==> config.mk <==
export PLATFORM = sky130hd
export DESIGN_NAME = traffic_seq_param
export DESIGN_NICKNAME = d
export VERILOG_FILES = /design/src/rtl/traffic_seq_param.sv
export SDC_FILE = /design/constraint.sdc
export NUM_CORES = 1
export LEC_CHECK = 0
export BUFFER_PORTS_ARGS = -buffer_cell sky130_fd_sc_hd__buf_4
export CORE_MARGIN = 2
export CORE_UTILIZATION = 58
export CTS_BUF_LIST = sky130_fd_sc_hd__clkbuf_16
export DETAILED_ROUTE_END_ITERATION = 8
export GPL_ROUTABILITY_DRIVEN = 1
export GPL_TIMING_DRIVEN = 0
export PLACE_DENSITY = 0.78
export SLEW_MARGIN = 20
export SYNTH_ARGS = -nofsm -noshare
export SYNTH_HDL_FRONTEND = slang
export SYNTH_SLANG_ARGS = --single-unit
==> constraint.sdc <==
create_clock -name clk -period 2.3 [get_ports clk]
set_clock_uncertainty 0.1 [all_clocks]
set_input_delay 0.46 -clock clk [delete_from_list [all_inputs] [get_ports clk]]
set_output_delay 0.46 -clock clk [all_outputs]
set_load 0.02 [all_outputs]
==> src/rtl/traffic_seq_param.sv <==
// traffic_seq_param: traffic-light sequencer with a programmable dwell time per phase,
// a latched pedestrian request with walk/ack, an amber-flash fault mode and a clock enable.
// All outputs are registered. The next state is computed combinationally and captured in one register block.
module traffic_seq_param #(
    parameter int CNT_W       = 8,
    parameter int T_RED       = 8,
    parameter int T_RED_AMBER = 2,
    parameter int T_GREEN     = 8,
    parameter int T_AMBER     = 3,
    parameter int T_PED       = 4,
    parameter int FLASH_HALF  = 4
) (
    input  logic       clk,
    input  logic       rst,
    input  logic       en,
    input  logic       ped_req,
    input  logic       flash,
    output logic       red,
    output logic       amber,
    output logic       green,
    output logic       walk,
    output logic       ped_ack,
    output logic [2:0] phase
);

    localparam logic [2:0] PH_RED       = 3'd0;
    localparam logic [2:0] PH_RED_AMBER = 3'd1;
    localparam logic [2:0] PH_GREEN     = 3'd2;
    localparam logic [2:0] PH_AMBER     = 3'd3;
    localparam logic [2:0] PH_FLASH     = 3'd4;

    // Last counter value of each dwell; a serviced pedestrian request stretches RED by T_PED.
    localparam logic [CNT_W-1:0] RED_LAST       = CNT_W'(T_RED - 1);
    localparam logic [CNT_W-1:0] RED_PED_LAST   = CNT_W'(T_RED + T_PED - 1);
    localparam logic [CNT_W-1:0] RED_AMBER_LAST = CNT_W'(T_RED_AMBER - 1);
    localparam logic [CNT_W-1:0] GREEN_LAST     = CNT_W'(T_GREEN - 1);
    localparam logic [CNT_W-1:0] AMBER_LAST     = CNT_W'(T_AMBER - 1);
    localparam logic [CNT_W-1:0] FLASH_LAST     = CNT_W'(FLASH_HALF - 1);
    localparam logic [CNT_W-1:0] CNT_ONE        = CNT_W'(1);

    logic [CNT_W-1:0] cnt, cnt_n;
    logic [CNT_W-1:0] blink_cnt, blink_cnt_n;
    logic             blink_on, blink_on_n;
    logic             ped_pending, ped_pending_n;
    logic [2:0]       phase_n;
    logic             walk_n, ped_ack_n;
    logic             red_n, amber_n, green_n;
    logic             enter_red;
    logic [CNT_W-1:0] red_last;

    // RED ends later when it is the walk phase of a serviced request.
    assign red_last = walk ? RED_PED_LAST : RED_LAST;

    // Next-state logic: flash takes priority over normal sequencing; entering RED services a pending request.
    always_comb begin
        phase_n       = phase;
        cnt_n         = cnt;
        blink_cnt_n   = blink_cnt;
        blink_on_n    = blink_on;
        walk_n        = walk;
        ped_ack_n     = 1'b0;
        ped_pending_n = ped_pending | ped_req;
        enter_red     = 1'b0;

        if (flash) begin
            if (phase != PH_FLASH) begin
                phase_n     = PH_FLASH;
                cnt_n       = '0;
                blink_cnt_n = '0;
                blink_on_n  = 1'b1;
                walk_n      = 1'b0;
            end else if (en) begin
                if (blink_cnt == FLASH_LAST) begin
                    blink_cnt_n = '0;
                    blink_on_n  = ~blink_on;
                end else begin
                    blink_cnt_n = blink_cnt + CNT_ONE;
                end
            end
        end else begin
            case (phase)
                PH_FLASH: enter_red = 1'b1;
                PH_RED: begin
                    if (en) begin
                        if (cnt == red_last) begin
                            phase_n = PH_RED_AMBER;
                            cnt_n   = '0;
                            walk_n  = 1'b0;
                        end else begin
                            cnt_n = cnt + CNT_ONE;
                        end
                    end
                end
                PH_RED_AMBER: begin
                    if (en) begin
                        if (cnt == RED_AMBER_LAST) begin
                            phase_n = PH_GREEN;
                            cnt_n   = '0;
                        end else begin
                            cnt_n = cnt + CNT_ONE;
                        end
                    end
                end
                PH_GREEN: begin
                    if (en) begin
                        if (cnt == GREEN_LAST) begin
                            phase_n = PH_AMBER;
                            cnt_n   = '0;
                        end else begin
                            cnt_n = cnt + CNT_ONE;
                        end
                    end
                end
                PH_AMBER: begin
                    if (en) begin
                        if (cnt == AMBER_LAST) begin
                            enter_red = 1'b1;
                        end else begin
                            cnt_n = cnt + CNT_ONE;
                        end
                    end
                end
                default: enter_red = 1'b1;
            endcase

            if (enter_red) begin
                phase_n     = PH_RED;
                cnt_n       = '0;
                blink_cnt_n = '0;
                if (ped_pending) begin
                    walk_n        = 1'b1;
                    ped_ack_n     = 1'b1;
                    ped_pending_n = ped_req;
                end else begin
                    walk_n = 1'b0;
                end
            end
        end

        red_n   = (phase_n == PH_RED) || (phase_n == PH_RED_AMBER);
        amber_n = (phase_n == PH_RED_AMBER) || (phase_n == PH_AMBER) ||
                  ((phase_n == PH_FLASH) && blink_on_n);
        green_n = (phase_n == PH_GREEN);
    end

    // State and output registers, forced to the RED rest state while reset is low.
    always_ff @(posedge clk or negedge rst) begin
        if (!rst) begin
            phase       <= PH_RED;
            cnt         <= '0;
            blink_cnt   <= '0;
            blink_on    <= 1'b0;
            ped_pending <= 1'b0;
            walk        <= 1'b0;
            ped_ack     <= 1'b0;
            red         <= 1'b1;
            amber       <= 1'b0;
            green       <= 1'b0;
        end else begin
            phase       <= phase_n;
            cnt         <= cnt_n;
            blink_cnt   <= blink_cnt_n;
            blink_on    <= blink_on_n;
            ped_pending <= ped_pending_n;
            walk        <= walk_n;
            ped_ack     <= ped_ack_n;
            red         <= red_n;
            amber       <= amber_n;
            green       <= green_n;
        end
    end

endmodule
# Yosys cells after proc, flatten, opt, wreduce, memory -nomap -nowiden
# Index checks and enable logic that the tools add are counted.
# word_totals
register_bits	26
in_bits	5
word_cells	97
output_inout_bits	8
# classes
eq_ne	20
bitwise_logic	2
n_addsub	2
muxes	48
n_reduce_logical	15
# op_table
cell	n
$mux W8	16
$pmux W8 S4	1
$mux W3	9
$ne A4 B4 Y1 const B	5
$mux W1	19
$add A8 B1 Y8 const B	2
$eq A8 B2 Y1 const B	2
$eq A3 B2 Y1 const B	4
$pmux W3 S3	1
$reduce_bool A3 Y1	3
$eq A8 B1 Y1 const B	1
$eq A8 B3 Y1 const B	1
$eq A8 B4 Y1	1
$reduce_and A7 Y1	1
$eq A3 B1 Y1 const B	2
$logic_not A3 Y1	2
$reduce_bool A6 Y1	1
$mux W4	1
$reduce_and A4 Y1	1
$eq A3 B3 Y1 const B	1
$logic_or A1 B1 Y1	3
$ne A3 B2 Y1 const B	1
$ne A3 B3 Y1 const B	1
$reduce_or A3 Y1	1
7 further kinds	7

# Logic depth before layout (Yosys ltp)
# depth
ltp_word	10
ltp_mapped	7
depth_no_buf	7

# Worst setup path before layout
# Ideal clock, no wire load.
# synth_path
kind	reg-to-reg
start	register phase[1]
end	register blink_cnt[6]
slack_ps	213
path_stages_with_launch	8
required_time_ps	2120
period_less_slack_ps	2087
setup_ps	80
path_buffers	2
arrival_ps	1907
path_cell_list	dfrtp_1 buf_2 and4bb_2 a41o_4 o21ai_2 buf_6 or4_4 o211ai_2
# synth_via
elab_chain_cells	6
word_cells_on_any_way	13
classes_between	5 x eq/ne; 4 x mux; 4 x reduce/logical
# synth_rtl
item	line_no	text
start: declaration	23	output logic [2:0] phase
start signal: assignment	160	phase <= phase_n;
$eq A3 B2 Y1, or another cell as far along	81	case (phase)
$reduce_or A3 Y1 (no source line)	-	
$pmux W1 S2	81	
$mux W1	65	if (flash) begin
$reduce_bool A2 Y1 (no source line)	-	
$reduce_and A2 Y1 (no source line)	-	
end signal: assignment	162	blink_cnt <= blink_cnt_n;
end: declaration	42	logic [CNT_W-1:0] blink_cnt, blink_cnt_n;
# Several ways; a longest one is shown, not always the timed one. The select of a mux whose other input is x is not followed.
# A chain may end at the register's enable or synchronous reset.

# Final worst setup path
# layout_path
start	register cnt[2]
end	register walk
# layout_via
elab_chain_cells	7
word_cells_on_any_way	12
classes_between	2 x eq/ne; 6 x mux; 4 x reduce/logical
# layout_rtl
item	line_no	text
start: declaration	41	logic [CNT_W-1:0] cnt, cnt_n;
start signal: assignment	161	cnt <= cnt_n;
$eq A8 B2 Y1	116	if (cnt == AMBER_LAST) begin
$mux W1	116	
$mux W1	115	if (en) begin
$pmux W1 S2	81	
$mux W1	65	
$reduce_bool A3 Y1 (no source line) / $mux W1 (equally long branches)	-	
$reduce_and A4 Y1 (no source line) / $mux W1 (equally long branches)	-	
end signal: assignment	165	walk <= walk_n;
end: declaration	21	output logic walk,
# Several ways; a longest one is shown, not always the timed one. The select of a mux whose other input is x is not followed.

==> summary.txt <==
Global routing
  • Vias in the first global route: between 1000 and 1500
  • Initial antenna violation count: 0
  • GR Overflow Total: 0
  • Global Route Usage Sum: 23.50%
  • Maximum number of pins on one net before global-route repair: 27
  • First-pass GRT wire length: slightly below 6000 microns

Timing
  • Final worst slack: between 0.08 and 0.09 ns
  • Worst slew pin tran: ~0.46 ns
  • Fmax: ~450 MHz
  • Final setup viols: 0
  • Fin crit share: 96.52%
  • Setup TNS: 0 ns
  • Final Hold Vio Count: 25
  • RSZ-0062 raised after global routing: no
  • Max Transition Viols Final: 0
  • Clock period minus worst slack: approximately 2.2 ns
  • Final hold slack: -0.006082 ns
  • Rel. slew slack: between 60% and 70%

Setup path
  • Crit-path max FO: 10
  • Crit path launch type: flip-flop
  • Setup crit end kind: flip-flop
  • Worst EP required: between 2 and 2.5 ns
  • Arr. time, crit path: around 2.3 ns
  • Kind of critical path: flip-flop to flip-flop

Die
  • Total die area: 3068 sq um
  • Core ar.: about 2500 sq um
  • # IOs: 13
  • Site Rows: 18
  • Die X: about 55 microns
  • Die height: approximately 55 microns
  • Starting density of the core: roughly 61%

Status
  • Outcome: complete, but fails checks
  • Failing checks: negative hold slack

Logic synthesis
  • Synthesized netlist cell count: approximately 160
  • Number of synthesized register bits: 26
  • Register area share after synthesis: a little over two fifths
  • EDFF count, synth: 0
  • Main synth FF type: dfrtp_1
  • Syn. warnings: 0
  • Syn_nets: 171
  • Syn_area_per_cell: ~9.5 sq um
  • Asr flop ratio synth: 100.0%
  • Cell variety after synth: 49
  • Area of the mapped netlist: 1531 sq um

Detailed routing
  • Vias per cell: about 6.4
  • 1st-iter DRT viols: 61
  • Drt pass-1 iters: 4
  • Residual DRC: 0
  • Final ANT Viol Nets: 0
  • Via count: ~1300
  • Avg WL per Cell: around 16 microns
  • Final WL: around 3300 microns

Clock tree
  • Clock Path Buffers: 2
  • Clk Latency, worst-skew pair: roughly 0.26 ns
  • TritonCTS clock tree: yes
  • Worst-path clk slew: ~0.07 ns
  • # H-tree levels: 1
  • CTS buffer count: 3
  • Root Driver: clkbuf_16
  • # hold bufs at CTS: 0
  • Clock sink count: 26

Finish
  • Net count, final: ~190
  • N_diodes: 0
  • Most common cell after layout, fill and taps aside: dfrtp_1
  • Fin util: between 70% and 80%
  • Area grow syn2layout: 17.08%
  • Final Cell Area: 1793 sq um
  • Final non-filler cell total: approximately 210
  • Commonest cells after routing, fill and taps aside: dfrtp_1, o21ai_0, buf_4, nor2_1, nand3_1
  • Share of cells above drive strength 1: about 18%
  • Filler instances: 180

Placement
  • Placed cell areas: ~1600 sq um
  • Routability Congestion: slightly above 0.8
  • Pre-CTS setup slack: around 0.048 ns
  • Cells after DPL: between 200 and 250
  • # port buffers: 10
  • Dpl hpwl: about 2300 microns

Worst hold path
  • Hold Path Class: primary input to asynchronous set/reset pin

Job
  • Max-Cap Viols: 0

Pwr
  • IR drop worst, VDD: just under 0.0006 V
  • Static Leak: between 0.7 and 0.8 nW
  • Final Power: between 1 and 1.5 mW
  • PwrDens: between 600 and 700 nW/um^2
## cells in the mapped netlist, drive strengths merged, types with 2 or more instances
master	instances	share of area, %
o211ai	2	1.3
nor3b	2	0.98
or2	2	0.82
o41ai	4	2.8
nor4	3	2.2
and2	4	1.6
a31oi	6	2.5
a21o	2	0.98
a41oi	2	1.1
a21oi	2	0.90
inv	9	2.2
and3	5	2.0
o21ai	15	5.1
nand2b	3	1.2
or4	2	1.2
buf	2	1.1
nand2	10	2.5
o22a	2	1.1
nor3	5	1.6
nand4bb	2	1.5
nor2	11	2.7
clkbuf	7	1.8
dfrtp	25	41
o31ai	6	2.9
ha	4	3.3
nand3	11	3.6
a211o	2	1.1
## final timing paths
check,startpoint,end,cells after the start,slack (ns)
max,cnt[2],walk,6,0.08
max in group asynchronous,rst,red,1,1.81
min in group clk,ped_req,ped_pending,2,0.30
max reg2reg,cnt[2],walk,6,0.08
min,rst,phase[1],1,-0.006
min reg2reg,blink_cnt[7],blink_cnt[7],1,0.41
## layer usage
metal  track usage, %  wire, microns  part of all wire (%)  vias up
li1                 -              -                     -      633
met1            30.05           1503                    45      657
met2            38.78           1632                    49       42
met3            3.747            145                   4.3        8
met4            11.15             60                   1.8        0
met5                0              0                     0        -
## worst max-delay path: stages, from the launching register on
cell,delay [ns]
dfrtp_1,0.38
clkbuf_1,0.36
nor3b_1,0.37
o211ai_1,0.17
nor4_1,0.36
a22oi_1,0.18
a21o_1,0.19
## final cells by class
cell class / count / area (sq um) / share of cell area, %
flip-flops and latches: 26 / 651.9 / 36.36
multi-input cells: 118 / 830.8 / 46.34
repair buffers: 12 / 90.09 / 5.024
clock inverters: 1 / 30.03 / 1.675
well taps: 30 / 37.54 / 2.094
plain buffers: 9 / 43.79 / 2.442
inverters: 9 / 33.78 / 1.884
clock buffers: 3 / 75.07 / 4.187
## registers in the layout (all words and copies together), names as in the netlist
| register | count |
|---|---|
| walk | 1 |
| red | 1 |
| ped_ack | 1 |
| ped_pending | 1 |
| cnt | 8 |
| blink_on | 1 |
| blink_cnt | 8 |
| phase | 3 |
| green | 1 |
| amber | 1 |
## timing repair
action | in CTS | in global routing
setup endpoints to repair | 0 | 9
buffers inserted | 0 | 2
gates resized for setup | 0 | 4
## cell families after synthesis
group / synth area share [%]
buffers and inverters: 5.064
XOR/XNOR: 0.5720
multiplexers: 0.7352
adder cells (fa/ha/maj): 3.268
flip-flops: 42.57
AND/OR/NAND/NOR: 24.35
AO/OA/AOI/OAI: 23.45
## report_power, final
| group | internal, mW | switching (mW) |
|---|---|---|
| logic | 0.0417 | 0.0696 |
| clock network | 0.346 | 0.164 |
| registers | 0.472 | 0.0155 |
No activity file was read; power rests on OpenSTA's default activity.
